$ cat src/rtl/mux_sel_sequencer.sv
// Select sequencer for the AND/bypass mux: arbitrates two requesters, changes sel only between
// ownership periods and blanks out_valid for SETTLE_CYCLES after every sel change or reset.
// Optional macro MUX_SEL_SEQ_PREEMPT_EN: owner is preempted after HOLD_MAX grant cycles.
module mux_sel_sequencer #(
  parameter int SETTLE_CYCLES = 2,
  parameter int HOLD_MAX      = 8,
  parameter int CW            = 4
) (
  input  logic clk,
  input  logic rst,
  input  logic req_and,
  input  logic req_a0,
  output logic sel,
  output logic gnt_and,
  output logic gnt_a0,
  output logic out_valid,
  output logic busy
);

  typedef enum logic [1:0] {
    ST_IDLE   = 2'd0,
    ST_SETTLE = 2'd1,
    ST_GRANT  = 2'd2
  } state_t;

  localparam logic [CW-1:0] SETTLE_LD = CW'(SETTLE_CYCLES);
  localparam logic [CW-1:0] HOLD_LD   = CW'(HOLD_MAX);

  state_t        r_state;
  state_t        w_nxt_state;
  logic          r_sel;
  logic          w_nxt_sel;
  logic          r_tgt_vld;
  logic          w_nxt_tgt_vld;
  logic [CW-1:0] r_settle_cnt;
  logic [CW-1:0] w_nxt_settle_cnt;
  logic [CW-1:0] r_hold_cnt;
  logic [CW-1:0] w_nxt_hold_cnt;
  logic          r_gnt_and;
  logic          r_gnt_a0;
  logic          r_out_valid;
  logic          r_busy;

  // Requests seen relative to the current select: "cur" matches sel, "oth" needs a switch.
  // While settling the target always matches sel, so target's request is w_req_cur.
  logic w_req_cur;
  logic w_req_oth;
  logic w_preempt;

  assign w_req_cur = r_sel ? req_and : req_a0;
  assign w_req_oth = r_sel ? req_a0  : req_and;

`ifdef MUX_SEL_SEQ_PREEMPT_EN
  assign w_preempt = (r_hold_cnt >= HOLD_LD) && w_req_oth;
`else
  assign w_preempt = 1'b0;
`endif

  always_comb begin
    w_nxt_state      = r_state;
    w_nxt_sel        = r_sel;
    w_nxt_tgt_vld    = r_tgt_vld;
    w_nxt_settle_cnt = r_settle_cnt;
    w_nxt_hold_cnt   = r_hold_cnt;
    unique case (r_state)
      ST_IDLE: begin
        if (w_req_cur) begin
          w_nxt_state    = ST_GRANT;
          w_nxt_hold_cnt = CW'(1);
        end else if (w_req_oth) begin
          w_nxt_state      = ST_SETTLE;
          w_nxt_sel        = ~r_sel;
          w_nxt_tgt_vld    = 1'b1;
          w_nxt_settle_cnt = SETTLE_LD;
        end
      end
      ST_SETTLE: begin
        if (r_settle_cnt > CW'(1)) begin
          w_nxt_settle_cnt = r_settle_cnt - CW'(1);
        end else if (r_tgt_vld && w_req_cur) begin
          w_nxt_state    = ST_GRANT;
          w_nxt_tgt_vld  = 1'b0;
          w_nxt_hold_cnt = CW'(1);
        end else if (w_req_oth) begin
          w_nxt_sel        = ~r_sel;
          w_nxt_tgt_vld    = 1'b1;
          w_nxt_settle_cnt = SETTLE_LD;
        end else if (w_req_cur) begin
          w_nxt_state    = ST_GRANT;
          w_nxt_tgt_vld  = 1'b0;
          w_nxt_hold_cnt = CW'(1);
        end else begin
          w_nxt_state   = ST_IDLE;
          w_nxt_tgt_vld = 1'b0;
        end
      end
      ST_GRANT: begin
        if (!w_req_cur || w_preempt) begin
          if (w_req_oth) begin
            w_nxt_state      = ST_SETTLE;
            w_nxt_sel        = ~r_sel;
            w_nxt_tgt_vld    = 1'b1;
            w_nxt_settle_cnt = SETTLE_LD;
          end else begin
            w_nxt_state = ST_IDLE;
          end
        end else begin
          w_nxt_hold_cnt = (r_hold_cnt >= HOLD_LD) ? HOLD_LD : r_hold_cnt + CW'(1);
        end
      end
      default: begin
        w_nxt_state = ST_SETTLE;
      end
    endcase
  end

  // Outputs are registered copies of the next-state decode.
  always_ff @(posedge clk) begin
    if (rst) begin
      r_state      <= ST_SETTLE;
      r_sel        <= 1'b0;
      r_tgt_vld    <= 1'b0;
      r_settle_cnt <= SETTLE_LD;
      r_hold_cnt   <= '0;
      r_gnt_and    <= 1'b0;
      r_gnt_a0     <= 1'b0;
      r_out_valid  <= 1'b0;
      r_busy       <= 1'b1;
    end else begin
      r_state      <= w_nxt_state;
      r_sel        <= w_nxt_sel;
      r_tgt_vld    <= w_nxt_tgt_vld;
      r_settle_cnt <= w_nxt_settle_cnt;
      r_hold_cnt   <= w_nxt_hold_cnt;
      r_gnt_and    <= (w_nxt_state == ST_GRANT) &&  w_nxt_sel;
      r_gnt_a0     <= (w_nxt_state == ST_GRANT) && !w_nxt_sel;
      r_out_valid  <= (w_nxt_state != ST_SETTLE);
      r_busy       <= (w_nxt_state != ST_IDLE);
    end
  end

  assign sel       = r_sel;
  assign gnt_and   = r_gnt_and;
  assign gnt_a0    = r_gnt_a0;
  assign out_valid = r_out_valid;
  assign busy      = r_busy;

endmodule

$ cat config.mk
export PLATFORM = sky130hd
export DESIGN_NAME = mux_sel_sequencer
export DESIGN_NICKNAME = d
export VERILOG_FILES = /design/src/rtl/mux_sel_sequencer.sv
export SDC_FILE = /design/constraint.sdc
export NUM_CORES = 1
export LEC_CHECK = 0
export BUFFER_PORTS_ARGS = -buffer_cell sky130_fd_sc_hd__buf_2
export CAP_MARGIN = 20
export CORE_ASPECT_RATIO = 1.1
export CORE_MARGIN = 2
export CORE_UTILIZATION = 40
export DETAILED_ROUTE_END_ITERATION = 7
export GPL_ROUTABILITY_DRIVEN = 0
export PLACE_DENSITY = 0.64
export SYNTH_ARGS = -nofsm -noshare
export SYNTH_HDL_FRONTEND = slang
export SYNTH_SLANG_ARGS = --single-unit
$ cat constraint.sdc
create_clock -name clk -period 4.5 [get_ports clk]
set_input_delay 0.9 -clock clk [delete_from_list [all_inputs] [get_ports clk]]
set_output_delay 0.9 -clock clk [all_outputs]
set_load 0.01 [all_outputs]
==> impl_metrics.csv <==
group,metric,value,unit
status,run_status,"finished, final reports clean",
logic_synthesis,synth_common_cells,"dfxtp_1 (12), inv_1 (7), a21oi_1 (6)",
cells_and_area,final_nets,94,
setup_path,start_kind,"register",
sta,worst_pin_slew,0.402,ns
setup_path,crit_buf_inv,1,
setup_path,r2r-start,"r_settle_cnt[0]$_SDFFE_PP0P_",
power,p_leak,0.335,nW
place,portBuffers,8,
setup_path,r2r_slack,2.68,ns
setup_path,slowest_delay,0.55,ns
global_route,grtUsageTotal,0.135,
global_route,grt_pass1_vias,496,
cells_and_area,drive_gt1_frac,0.256,
floorplanning,die_h,48.4,µm
detailed_routing,drt_pre_antenna_iters,4,
logic_synthesis,post_synth_num_cell_types,38,
logic_synthesis,syn_inst,79,
setup_path,critPathCaptureType,"primary output",
detailed_routing,wl_per_cell,12.3,µm
global_route,antenna_found_initial,0,
detailed_routing,post-route-drc-count,0,
min_path,holdPathEnd,"r_settle_cnt[3]$_SDFFE_PP0P_",
logic_synthesis,seq_area_frac_synth,0.334,
setup_path,criticalPathCategory,"reg -> out",
logic_synthesis,yosysWarnings,0,
logic_synthesis,syn_nets,85,
logic_synthesis,syn_area,718,µm²
power,power_density,612,nW/µm²
detailed_routing,ant_nets,0,
logic_synthesis,ys_ff_latch,12,
detailed_routing,vias,578,
cells_and_area,insertedDiodeCount,0,
sta,fin_crit,1.92,ns
global_route,grt_util_met1,0.192,
setup_path,worstPathCellList,"buf_2",
sta,drv_slew,0,
setup_path,critPathTopFamily,"flip-flops",
sta,finalSetupViolCount,0,
detailed_routing,routed_wl,1280,µm
floorplanning,rows,16,
clocking,cts_made_buffers,3,
sta,finalClockSkew,0.00985,ns
floorplanning,chipWidth,44.4,µm
setup_path,path_max_fanout,11,
logic_synthesis,synth_top_cell_by_area,"dfxtp_1",
logic_synthesis,synthArstFlopShare,0,
floorplanning,die_area,2150,µm²
sta,fmax,0.520,GHz
cells_and_area,area_delta_synth_final,6.79,%
logic_synthesis,synth-edff-count,0,
clocking,cts_hold_buf,0,
logic_synthesis,avgSynthCellArea,9.09,µm²
clocking,htree_levels,1,
setup_path,worstRegToRegCells,6,
logic_synthesis,synthFlopType,"dfxtp_1",
clocking,clockBufferDepth,2,
place,hpwl,944,µm
global_route,grt_most_used_layer,"met1",
detailed_routing,vias_per_cell,5.56,
logic_synthesis,synth_top_cell_area_share,0.334,
setup_path,r2r_end,"gnt_a0$_SDFF_PP0_",
sta,maxSlewHeadroom,0.724,
sta,setup_tns,0,ns
setup_path,crit_arrival,1.02,ns
setup_path,required,3.60,ns
global_route,grt_start_max_net_pins,12,
min_path,min_path_type,"reg -> reg",
clocking,cts_root_buf,"clkbuf_4",
clocking,post_cts_resize_count,0,
global_route,overflow,0,
global_route,use_met3,0.0224,
setup_path,slowest_stage,"dfxtp_1",
global_route,use_met2,0.184,
sta,rsz0062_at_grt,"no",
min_path,whs_path_depth,2,
sta,finalHoldViolations,0,
sta,fin_crit_sh,0.427,
floorplanning,core-area,1740,µm²
clocking,cts_setup_buffers,0,
logic_synthesis,synth_most_common_cell,"dfxtp_1",
power,ir_drop,0.290,mV
clocking,cts_tree,"built",
global_route,grt_pass1_wl,2170,µm
min_path,min_from,"r_settle_cnt[3]$_SDFFE_PP0P_",
floorplanning,initial_core_util,0.412,
clocking,clk_latency,0.28,ns
cells_and_area,fin_area,767,µm²
floorplanning,io_pins,9,
clocking,path_clk_slew,0.08,ns
logic_synthesis,synth.area.top_cells,"dfxtp_1 (33%), a21oi_1 (4.2%), inv_1 (3.7%)",
run,max-cap-violations,0,
place,placed_area,744,µm²
detailed_routing,drtIter0Drc,8,
clocking,clock_sinks,12,
[sequential cells by signal, summed over array words and instances (netlist names)]
name / cells
r_settle_cnt: 4
r_state: 2
busy: 1
gnt_a0: 1
gnt_and: 1
out_valid: 1
r_tgt_vld: 1
sel: 1
[routing by layer]
metal  vias up  wire length, µm
met5         -                0
met4         0               35
met3         5               38
met2        10              528
met1       264              680
li1        299                -
[power by group]
group	total (mW)	switching (mW)	leakage (nW)	internal, mW
combinational	0.231	0.133	0.223	0.0984
sequential	0.173	0.0314	0.0983	0.141
clock	0.0656	0.0346	0.0138	0.0310
total	0.469	0.199	0.335	0.271
[logic make-up after synthesis]
| group | count (synthesis) | share of synthesized area |
|---|---|---|
| buf+inv | 11 | 0.0871 |
| flops | 12 | 0.334 |
| fa+ha+maj | 3 | 0.0488 |
| mux | 2 | 0.0296 |
| simple gates | 30 | 0.251 |
| compound gates | 21 | 0.249 |
[layout make-up]
class,count,area (µm²)
fillers,172,975
inverters,7,26.3
repair buffers,8,40.0
multi-input cells,56,415
well taps,18,22.5
clock buffers,3,22.5
flip-flops and latches,12,240
[placed cells by master, fill, tap and decap left out, types with 2 or more instances in the layout]
cell | Yosys | routed
o21ai_0 | 3 | 3
clkbuf_4 | 1 | 3
nand2b_1 | 3 | 3
nand3_1 | 3 | 3
dfxtp_1 | 12 | 12
ha_1 | 2 | 2
or2_1 | 2 | 2
inv_1 | 7 | 7
buf_2 | 0 | 8
nand2_1 | 3 | 3
o21a_1 | 2 | 2
a21oi_1 | 6 | 6
nor2_1 | 4 | 4
nor3b_1 | 2 | 2
nor3_1 | 5 | 5
[stage by stage]
| stage | total power [mW] | utilization | hold WS, ns | std cells | setup slack, ns |
|---|---|---|---|---|---|
| 2_1_floorplan | 0.372 | - | 0.467 | 79 | 2.51 |
| 5_1_grt | 0.508 | 0.440 | 0.559 | 104 | 2.49 |
| 4_1_cts | 0.473 | 0.440 | 0.511 | 104 | 2.56 |
| 6_report | 0.469 | 0.440 | 0.512 | 104 | 2.58 |
| 3_5_place_dp | 0.406 | 0.427 | 0.501 | 101 | 2.40 |
| 3_3_place_gp | 0.403 | 0.427 | 0.493 | 101 | 2.42 |
[worst max-delay path by stage]
stage / from / endpoint / slack (ns) / cells after the start
floorplan: req_and / busy$_SDFF_PP1_ / 2.51 / 5
global placement: req_and / busy$_SDFF_PP1_ / 2.42 / 5
detailed placement: req_and / busy$_SDFF_PP1_ / 2.40 / 5
CTS: sel$_SDFF_PP0_ / sel / 2.56 / 1
global route: sel$_SDFF_PP0_ / sel / 2.49 / 1
finish: sel$_SDFF_PP0_ / sel / 2.58 / 1
Note: power is estimated with default switching activity, not from simulation.
